`src/rtl/mul_arbiter_if.sv`:
```
`default_nettype none
// +----------------------------------------------------------------------------+
// | mul_arbiter_if                                                             |
// | Bundle between the two Exe0 issue lanes, the shared Int0 multiplier and    |
// | the result consumer.                                                       |
// | Rev 1.0                                                                    |
// +----------------------------------------------------------------------------+
interface mul_arbiter_if;
    logic [1:0]   req_i_marb;
    logic [159:0] cmd_i_marb;
    logic [1:0]   ack_o_marb;
    logic [31:0]  mul_opr0_o_marb;
    logic [15:0]  mul_opr1_o_marb;
    logic [15:0]  mul_imm16_o_marb;
    logic [11:0]  mul_gen_o_marb;
    logic [3:0]   mul_ctl_o_marb;
    logic [31:0]  mul_rslt_i_marb;
    logic [1:0]   mul_cc_i_marb;
    logic [11:0]  mul_tag_i_marb;
    logic         rslt_vld_o_marb;
    logic         rslt_rdy_i_marb;
    logic [31:0]  rslt_o_marb;
    logic [1:0]   rslt_cc_o_marb;
    logic [11:0]  rslt_tag_o_marb;
    logic         rslt_id_o_marb;
    logic         busy_o_marb;

    // Environment side: issue lanes, multiplier and result consumer
    modport master (
        output req_i_marb, cmd_i_marb, mul_rslt_i_marb, mul_cc_i_marb,
               mul_tag_i_marb, rslt_rdy_i_marb,
        input  ack_o_marb, mul_opr0_o_marb, mul_opr1_o_marb, mul_imm16_o_marb,
               mul_gen_o_marb, mul_ctl_o_marb, rslt_vld_o_marb, rslt_o_marb,
               rslt_cc_o_marb, rslt_tag_o_marb, rslt_id_o_marb, busy_o_marb
    );

    modport slave (
        input  req_i_marb, cmd_i_marb, mul_rslt_i_marb, mul_cc_i_marb,
               mul_tag_i_marb, rslt_rdy_i_marb,
        output ack_o_marb, mul_opr0_o_marb, mul_opr1_o_marb, mul_imm16_o_marb,
               mul_gen_o_marb, mul_ctl_o_marb, rslt_vld_o_marb, rslt_o_marb,
               rslt_cc_o_marb, rslt_tag_o_marb, rslt_id_o_marb, busy_o_marb
    );
endinterface
`default_nettype wire

```
`src/rtl/mul_arbiter.sv`:
```
`default_nettype none
// +----------------------------------------------------------------------------+
// | mul_arbiter                                                                |
// | Round-robin share of the Int0 multiplier between two lanes; operand and    |
// | result registers form a two-stage pipe with full backpressure.             |
// | Rev 1.0                                                                    |
// +----------------------------------------------------------------------------+
module mul_arbiter #(
    parameter int unsigned PRIO_INIT = 0
) (
    input  wire logic   clk,
    input  wire logic   rst,
    mul_arbiter_if.slave bus
);
    localparam logic c_PRIO_INIT = PRIO_INIT[0];

    logic        r_s1_vld;
    logic        r_s1_id;
    logic [31:0] r_s1_opr0;
    logic [15:0] r_s1_opr1;
    logic [15:0] r_s1_imm16;
    logic [11:0] r_s1_gen;
    logic [3:0]  r_s1_ctl;

    logic        r_s2_vld;
    logic        r_s2_id;
    logic [31:0] r_s2_rslt;
    logic [1:0]  r_s2_cc;
    logic [11:0] r_s2_tag;

    logic        r_prio;

    logic        w_s1_adv;
    logic        w_s2_adv;
    logic        w_s1_load_ok;
    logic        w_grant;
    logic        w_winner;
    logic [79:0] w_cmd;

    assign w_s2_adv     = r_s2_vld & bus.rslt_rdy_i_marb;
    assign w_s1_adv     = r_s1_vld & (~r_s2_vld | bus.rslt_rdy_i_marb);
    assign w_s1_load_ok = ~r_s1_vld | w_s1_adv;

    // Grant is suppressed while rst is high so no request is acked and lost
    always_comb begin
        w_grant  = 1'b0;
        w_winner = 1'b0;
        if (!rst && w_s1_load_ok) begin
            case (bus.req_i_marb)
                2'b01: begin
                    w_grant  = 1'b1;
                    w_winner = 1'b0;
                end
                2'b10: begin
                    w_grant  = 1'b1;
                    w_winner = 1'b1;
                end
                2'b11: begin
                    w_grant  = 1'b1;
                    w_winner = r_prio;
                end
                default: begin
                    w_grant  = 1'b0;
                    w_winner = 1'b0;
                end
            endcase
        end
    end

    assign w_cmd          = w_winner ? bus.cmd_i_marb[159:80] : bus.cmd_i_marb[79:0];
    assign bus.ack_o_marb = {w_grant & w_winner, w_grant & ~w_winner};

    always_ff @(posedge clk) begin
        if (rst) begin
            r_s1_vld   <= 1'b0;
            r_s1_id    <= 1'b0;
            r_s1_opr0  <= 32'd0;
            r_s1_opr1  <= 16'd0;
            r_s1_imm16 <= 16'd0;
            r_s1_gen   <= 12'd0;
            r_s1_ctl   <= 4'd0;
            r_s2_vld   <= 1'b0;
            r_s2_id    <= 1'b0;
            r_s2_rslt  <= 32'd0;
            r_s2_cc    <= 2'd0;
            r_s2_tag   <= 12'd0;
            r_prio     <= c_PRIO_INIT;
        end else begin
            // The winner's ID is captured alongside its fields, keeping them paired
            if (w_grant) begin
                r_s1_vld   <= 1'b1;
                r_s1_id    <= w_winner;
                r_s1_opr0  <= w_cmd[79:48];
                r_s1_opr1  <= w_cmd[47:32];
                r_s1_imm16 <= w_cmd[31:16];
                r_s1_gen   <= w_cmd[15:4];
                r_s1_ctl   <= w_cmd[3:0];
                r_prio     <= ~w_winner;
            end else if (w_s1_adv) begin
                r_s1_vld <= 1'b0;
            end

            if (w_s1_adv) begin
                r_s2_vld  <= 1'b1;
                r_s2_id   <= r_s1_id;
                r_s2_rslt <= bus.mul_rslt_i_marb;
                r_s2_cc   <= bus.mul_cc_i_marb;
                r_s2_tag  <= bus.mul_tag_i_marb;
            end else if (w_s2_adv) begin
                r_s2_vld <= 1'b0;
            end
        end
    end

    assign bus.mul_opr0_o_marb  = r_s1_opr0;
    assign bus.mul_opr1_o_marb  = r_s1_opr1;
    assign bus.mul_imm16_o_marb = r_s1_imm16;
    assign bus.mul_gen_o_marb   = r_s1_gen;
    assign bus.mul_ctl_o_marb   = r_s1_ctl;

    assign bus.rslt_vld_o_marb  = r_s2_vld;
    assign bus.rslt_o_marb      = r_s2_rslt;
    assign bus.rslt_cc_o_marb   = r_s2_cc;
    assign bus.rslt_tag_o_marb  = r_s2_tag;
    assign bus.rslt_id_o_marb   = r_s2_id;
    assign bus.busy_o_marb      = r_s1_vld | r_s2_vld;
endmodule
`default_nettype wire

```
`src/flat_wrapper.sv`:
```
// flat-port wrapper written by rule: the top's interface ports become plain ports
module mul_arbiter_flat 
#(
    parameter int unsigned PRIO_INIT = 0
)
  (clk, rst, bus_req_i_marb, bus_cmd_i_marb, bus_mul_rslt_i_marb, bus_mul_cc_i_marb, bus_mul_tag_i_marb, bus_rslt_rdy_i_marb, bus_ack_o_marb, bus_mul_opr0_o_marb, bus_mul_opr1_o_marb, bus_mul_imm16_o_marb, bus_mul_gen_o_marb, bus_mul_ctl_o_marb, bus_rslt_vld_o_marb, bus_rslt_o_marb, bus_rslt_cc_o_marb, bus_rslt_tag_o_marb, bus_rslt_id_o_marb, bus_busy_o_marb);
  mul_arbiter_if bus_i ();
  input  wire logic clk;
  input  wire logic rst;
  input wire logic [$bits(bus_i.req_i_marb)-1:0] bus_req_i_marb;
  input wire logic [$bits(bus_i.cmd_i_marb)-1:0] bus_cmd_i_marb;
  input wire logic [$bits(bus_i.mul_rslt_i_marb)-1:0] bus_mul_rslt_i_marb;
  input wire logic [$bits(bus_i.mul_cc_i_marb)-1:0] bus_mul_cc_i_marb;
  input wire logic [$bits(bus_i.mul_tag_i_marb)-1:0] bus_mul_tag_i_marb;
  input wire logic [$bits(bus_i.rslt_rdy_i_marb)-1:0] bus_rslt_rdy_i_marb;
  output wire logic [$bits(bus_i.ack_o_marb)-1:0] bus_ack_o_marb;
  output wire logic [$bits(bus_i.mul_opr0_o_marb)-1:0] bus_mul_opr0_o_marb;
  output wire logic [$bits(bus_i.mul_opr1_o_marb)-1:0] bus_mul_opr1_o_marb;
  output wire logic [$bits(bus_i.mul_imm16_o_marb)-1:0] bus_mul_imm16_o_marb;
  output wire logic [$bits(bus_i.mul_gen_o_marb)-1:0] bus_mul_gen_o_marb;
  output wire logic [$bits(bus_i.mul_ctl_o_marb)-1:0] bus_mul_ctl_o_marb;
  output wire logic [$bits(bus_i.rslt_vld_o_marb)-1:0] bus_rslt_vld_o_marb;
  output wire logic [$bits(bus_i.rslt_o_marb)-1:0] bus_rslt_o_marb;
  output wire logic [$bits(bus_i.rslt_cc_o_marb)-1:0] bus_rslt_cc_o_marb;
  output wire logic [$bits(bus_i.rslt_tag_o_marb)-1:0] bus_rslt_tag_o_marb;
  output wire logic [$bits(bus_i.rslt_id_o_marb)-1:0] bus_rslt_id_o_marb;
  output wire logic [$bits(bus_i.busy_o_marb)-1:0] bus_busy_o_marb;
  assign bus_i.req_i_marb = bus_req_i_marb;
  assign bus_i.cmd_i_marb = bus_cmd_i_marb;
  assign bus_i.mul_rslt_i_marb = bus_mul_rslt_i_marb;
  assign bus_i.mul_cc_i_marb = bus_mul_cc_i_marb;
  assign bus_i.mul_tag_i_marb = bus_mul_tag_i_marb;
  assign bus_i.rslt_rdy_i_marb = bus_rslt_rdy_i_marb;
  assign bus_ack_o_marb = bus_i.ack_o_marb;
  assign bus_mul_opr0_o_marb = bus_i.mul_opr0_o_marb;
  assign bus_mul_opr1_o_marb = bus_i.mul_opr1_o_marb;
  assign bus_mul_imm16_o_marb = bus_i.mul_imm16_o_marb;
  assign bus_mul_gen_o_marb = bus_i.mul_gen_o_marb;
  assign bus_mul_ctl_o_marb = bus_i.mul_ctl_o_marb;
  assign bus_rslt_vld_o_marb = bus_i.rslt_vld_o_marb;
  assign bus_rslt_o_marb = bus_i.rslt_o_marb;
  assign bus_rslt_cc_o_marb = bus_i.rslt_cc_o_marb;
  assign bus_rslt_tag_o_marb = bus_i.rslt_tag_o_marb;
  assign bus_rslt_id_o_marb = bus_i.rslt_id_o_marb;
  assign bus_busy_o_marb = bus_i.busy_o_marb;
  mul_arbiter #(.PRIO_INIT(PRIO_INIT)) u_core (.clk(clk), .rst(rst), .bus(bus_i));
endmodule
```
`config.mk`:
```
export PLATFORM = sky130hd
export DESIGN_NAME = mul_arbiter_flat
export DESIGN_NICKNAME = d
export VERILOG_FILES = /design/src/rtl/mul_arbiter_if.sv /design/src/rtl/mul_arbiter.sv /design/src/flat_wrapper.sv
export SDC_FILE = /design/constraint.sdc
export NUM_CORES = 1
export LEC_CHECK = 0
export ABC_AREA = 1
export CAP_MARGIN = 20
export CORE_MARGIN = 8
export CORE_UTILIZATION = 42
export CTS_CLUSTER_DIAMETER = 60
export DETAILED_ROUTE_END_ITERATION = 16
export PLACE_DENSITY = 0.86
export SLEW_MARGIN = 20
export SYNTH_ARGS = -nofsm -noshare
export SYNTH_HDL_FRONTEND = slang
export SYNTH_SLANG_ARGS = --single-unit
```
`constraint.sdc`:
```
create_clock -name clk -period 2.1 [get_ports clk]
set_clock_uncertainty 0.15 [all_clocks]
set_input_delay 0.315 -clock clk [delete_from_list [all_inputs] [get_ports clk]]
set_output_delay 0.315 -clock clk [all_outputs]
set_load 0.05 [all_outputs]
```
## Word level (Yosys, flattened, before mapping)

Index checks and enable logic that the tools add are counted.

| storage, ports and cells | value |
|---|---|
| bits in registers | 131 |
| latch bits | 0 |
| RAM bits | 0 |
| ROM bits | 0 |
| input bits | 211 |
| output and inout bits | 131 |
| word-level logic and storage cells | 40 |
| memories | 0 |

| operators by class | value |
|---|---|
| $add $sub $neg | 0 |
| multipliers | 0 |
| divide/modulo/power cells | 0 |
| $lt $le $gt $ge | 0 |
| equality and inequality tests | 3 |
| shifts and indexed selects | 0 |
| muxes and demuxes | 9 |
| bitwise gates (word level) | 10 |
| reductions and logical operators | 5 |

Operators with widths:

| operator | number |
|---|---|
| 80-bit two-way mux | 1 |
| 1-bit two-way mux | 7 |
| 1-bit bitwise AND | 4 |
| 2-bit equality test, second input constant | 2 |
| 2-bit nonzero test | 2 |
| 1-bit NOT | 3 |
| 1-bit bitwise OR | 3 |
| 3-bit OR reduction | 1 |
| 2-bit by 1-bit equality test with 1-bit output, second input constant | 1 |
| 1-bit one-hot mux with 2 select lines | 1 |
| 1-bit logical AND | 1 |
| 1-bit zero test | 1 |

## Depth between registers and ports, before layout

| depth | value |
|---|---|
| word-level depth | 8 |
| depth in mapped cells | 9 |
| mapped depth without buffers | 7 |

## Worst setup path before layout

No wires, ideal clock.

| timing path | value |
|---|---|
| kind | register to output |
| start point | register u_core.r_s2_vld, in the netlist u_core.bus.rslt_vld_o_marb |
| end point | output port bus_ack_o_marb[0] |
| arrival time | 1.499 ns |
| data required time | 1.635 ns |
| path slack | 0.136 ns |
| cell stages (with the launch flop) | 6 |
| path buffers | 1 |
| path through | dfxtp_1 > nand3_1 > nand3_2 > buf_6 > or2_2 > inv_1 |

| between the ends | value |
|---|---|
| longest elaborated chain between the ends | 8 |
| elaborated cells between the ends (all ways) | 9 |
| those cells by class | mux (2); bitwise (6); reduce/logical (1) |

Ends and longest elaborated chain:

| item | line | text |
|---|---|---|
| start: declaration | mul_arbiter.sv:25 | `logic r_s2_vld;` |
| start signal: assignment | mul_arbiter.sv:82 | `r_s2_vld <= 1'b0;` |
| start signal: assignment | mul_arbiter.sv:104 | `r_s2_vld <= 1'b1;` |
| start signal: assignment | mul_arbiter.sv:110 | `r_s2_vld <= 1'b0;` |
| 1-bit NOT * | mul_arbiter.sv:41 | `assign w_s1_adv = r_s1_vld & (~r_s2_vld \| bus.rslt_rdy_i_marb);` |
| 1-bit bitwise OR * | mul_arbiter.sv:41 |  |
| 1-bit bitwise AND * | mul_arbiter.sv:41 |  |
| 1-bit bitwise OR * | mul_arbiter.sv:42 | `assign w_s1_load_ok = ~r_s1_vld \| w_s1_adv;` |
| 1-bit logical AND * | mul_arbiter.sv:48 | `if (!rst && w_s1_load_ok) begin` |
| 1-bit two-way mux | mul_arbiter.sv:48 |  |
| 1-bit NOT | mul_arbiter.sv:71 | `assign bus.ack_o_marb = {w_grant & w_winner, w_grant & ~w_winner};` |
| 1-bit bitwise AND * | mul_arbiter.sv:71 |  |
| end: declaration | flat_wrapper.sv:16 | `output wire logic [$bits(bus_i.ack_o_marb)-1:0] bus_ack_o_marb;` |

Mark *: on every way between the ends. The rest lies on a longest branch, timed or not.

## Worst setup path after layout

| timing path | value |
|---|---|
| start point | register u_core.r_s2_tag[9], in the netlist u_core.bus.rslt_tag_o_marb[9] |
| end point | output port bus_rslt_tag_o_marb[9] |

RTL lines:

| item | line | text |
|---|---|---|
| start: declaration | mul_arbiter.sv:29 | `logic [11:0] r_s2_tag;` |
| start signal: assignment | mul_arbiter.sv:108 | `r_s2_tag <= bus.mul_tag_i_marb;` |
| end: declaration | flat_wrapper.sv:25 | `output wire logic [$bits(bus_i.rslt_tag_o_marb)-1:0] bus_rslt_tag_o_marb;` |

No word-level cell between the ends.

==> out/metrics.yaml <==
status: "finished, final reports clean"
relSlewSlack: 0.3716
synth.area.top_cells: "dfxtp_1 42%, nor2_1 15%, nand2_1 10%, nand4_1 8.1%, nor3_1 5.6%"
critical_path_peak_fanout: 2
total_power_mw: 8.067
top_layer: "met4"
utilization: 0.7204
fmax_mhz: 483.5
die_w_um: 137.5
fin_nets: 1455
grt_first_pass_wirelength_mm: 36.16
grtUsageTotal: 0.2432
synth_edf_count: 0
gr-total-overflow: 0
ys_ff_latch: 131
end_kind: "output port"
cts_tree: "built"
path_buf_inv: 1
fill_cells: 1102
clk_pin_slew_ps: 60
dieArea_um2: 18910
required_ps: 1630
yosys.area.top_type_share: 0.4228
power_per_cell_area_nw_per_um2: 773.4
period_minus_slack_ps: 2068
synth_top_area_cell: "dfxtp_1"
finalCritPeriodShare: 0.9850
num_vias: 7221
wl_met2_mm: 11.48
start_kind: "register"
clock_path_buffers: 2
synthArstFlopShare: 0
design.portCount: 342
yosys.cell_count.top_type: "nor2_1"
setup_viol: 0
wl_met3_mm: 3.000
critPathTopFamily: "buffers and inverters"
layout-area-overhead-vs-synth_pct: 68.19
wire_per_inst_um: 16.55
crit_type: "reg -> out"
crit_chain: "clkdlybuf4s50_1"
grt_pass1_vias: 6969
tightest_slew_ps: 942.6
initial_utilization: 0.4284
placementRows: 44
final_max_slew_viol_count: 0
core_um2: 14480
dieHeight_um: 137.5
yosysUniqueCellTypes: 20
drive_gt1_frac: 0.07080
clock_latency_ps: 410
power_leakage_nw: 4.863
seq_area_frac_synth: 0.4228
synth_area_um2: 6202
yosys_warnings: 0
grt_max_degree: 84
hp-class: "in -> reg"
synth_nets: 1143
drt_iter0_drc: 470
ir_drop_mv: 0.5530
synth_cells: 932
clkSinkCount: 131
root_buffer: "clkbuf_16"
cap_viol_max_count: 0
portBuffers: 341
drt_pass1_iterations: 5
syn_avg_cell_area_um2: 6.655
viasPerCell: 5.004
drc_errors: 0
cts_made_buffers: 17
hold_viol_final: 0
synth-main-ff-cell: "dfxtp_1"
arrival_ps: 1600
wl_mm: 23.88
antenna_found_initial: 2
synthTopCellsByCount: "254 x nor2_1, 165 x nand2_1, 131 x dfxtp_1, 87 x inv_1, 80 x nand4_1"
ant_nets: 0
wl_met1_mm: 8.636
dpl.hpwl_mm: 17.26
max_stage_delay_ps: 840
place_congestion: 0.8222
crit_path_top_delay_cell: "clkdlybuf4s50_1"
h-tree-depth: 4
[path summary, 6_finish.rpt]
| path | from | endpoint | slack (ps) | cells past startpoint |
|---|---|---|---|---|
| min reg2reg | u_core.bus.rslt_o_marb[0]$_SDFFE_PP0P_ | u_core.bus.rslt_o_marb[0]$_SDFFE_PP0P_ | 330 | 2 |
| max | u_core.bus.rslt_tag_o_marb[9]$_SDFFE_PP0P_ | bus_rslt_tag_o_marb[9] | 30 | 1 |
| min | rst | u_core.r_prio$_SDFFE_PP0P_ | 250 | 5 |
| max reg2reg | u_core.bus.rslt_vld_o_marb$_SDFFE_PP0P_ | u_core.bus.mul_opr0_o_marb[1]$_SDFFE_PP0P_ | 420 | 7 |
[sequential cells by signal, summed over array words and instances, names as in the netlist, 2 cells and up]
name / flops
u_core.bus.mul_gen_o_marb: 12
u_core.bus.rslt_tag_o_marb: 12
u_core.bus.rslt_cc_o_marb: 2
u_core.bus.mul_ctl_o_marb: 4
u_core.bus.rslt_o_marb: 32
u_core.bus.mul_opr1_o_marb: 16
u_core.bus.mul_imm16_o_marb: 16
u_core.bus.mul_opr0_o_marb: 32
[where the power goes]
group | total (mW) | internal [mW] | leakage (nW) | switching, mW
Clock | 3.21 | 2.03 | 0.303 | 1.18
Combinational | 2.10 | 0.867 | 3.48 | 1.24
Sequential | 2.75 | 2.66 | 1.08 | 0.0895
[final cells by class]
type / instances / area, µm² / share of cell area
antenna: 2 / 5.005 / 0.0004798
clock buffer: 18 / 439.2 / 0.04210
clock inverter: 14 / 203.9 / 0.01955
inverter: 88 / 331.6 / 0.03179
multi-input combinational: 636 / 2853 / 0.2735
sequential: 131 / 2623 / 0.2514
tap: 184 / 230.2 / 0.02207
timing repair buffer: 370 / 3746 / 0.3591
[kinds of logic after synthesis]
family,share of synthesized area
compound gates,0.04297
flops,0.4228
simple gates,0.4130
buf+inv,0.1212
[layer usage]
layer  vias to the layer above  track usage
met3                        47       0.1032
li1                       3582            -
met2                       330       0.4001
met4                         0       0.1219
met1                      3262       0.2633
met5                         -            0
[cells in the final DEF (no fill, tap or decap)]
| master | instances |
|---|---|
| a21oi_1 | 3 |
| a21oi_4 | 1 |
| buf_12 | 8 |
| buf_2 | 1 |
| buf_4 | 29 |
| buf_6 | 1 |
| bufinv_16 | 4 |
| clkbuf_16 | 17 |
| clkbuf_8 | 1 |
| clkdlybuf4s50_1 | 314 |
| clkinv_2 | 1 |
| clkinv_4 | 5 |
| clkinvlp_4 | 3 |
| dfxtp_1 | 131 |
| diode_2 | 2 |
| dlygate4sd2_1 | 1 |
| dlymetal6s2s_1 | 16 |
| inv_1 | 86 |
| inv_2 | 1 |
| inv_6 | 2 |
| nand2_1 | 165 |
| nand3_1 | 1 |
| nand3_2 | 1 |
| nand3_4 | 2 |
| nand4_1 | 80 |
| nor2_1 | 254 |
| nor3_1 | 70 |
| nor3_2 | 10 |
| o21ai_0 | 44 |
| o21ai_1 | 3 |
| or2_2 | 2 |
[per-stage QoR]
stage	setup slack [ps]	hold WS (ps)	instances	instance area, µm²	TNS [ps]
after floorplan	135.6	290.1	932	6202	0
after global placement	24.45	309.7	1409	9736	0
after detailed placement	-14.71	311.5	1409	9736	-47.12
after CTS	2.233	230.0	1441	10380	0
after global routing	-20.01	266.3	1443	10430	-21.06
final	31.57	252.1	1443	10430	0
[repair_timing]
| item | in CTS | in global routing |
|---|---|---|
| setup endpoints to repair | 1 | 17 |
| resized for setup | 1 | 18 |
| pin swaps | 0 | 0 |
| hold buffers | 0 | 0 |
| setup buffers | 0 | 0 |
Power figures use the tool's default switching activity.
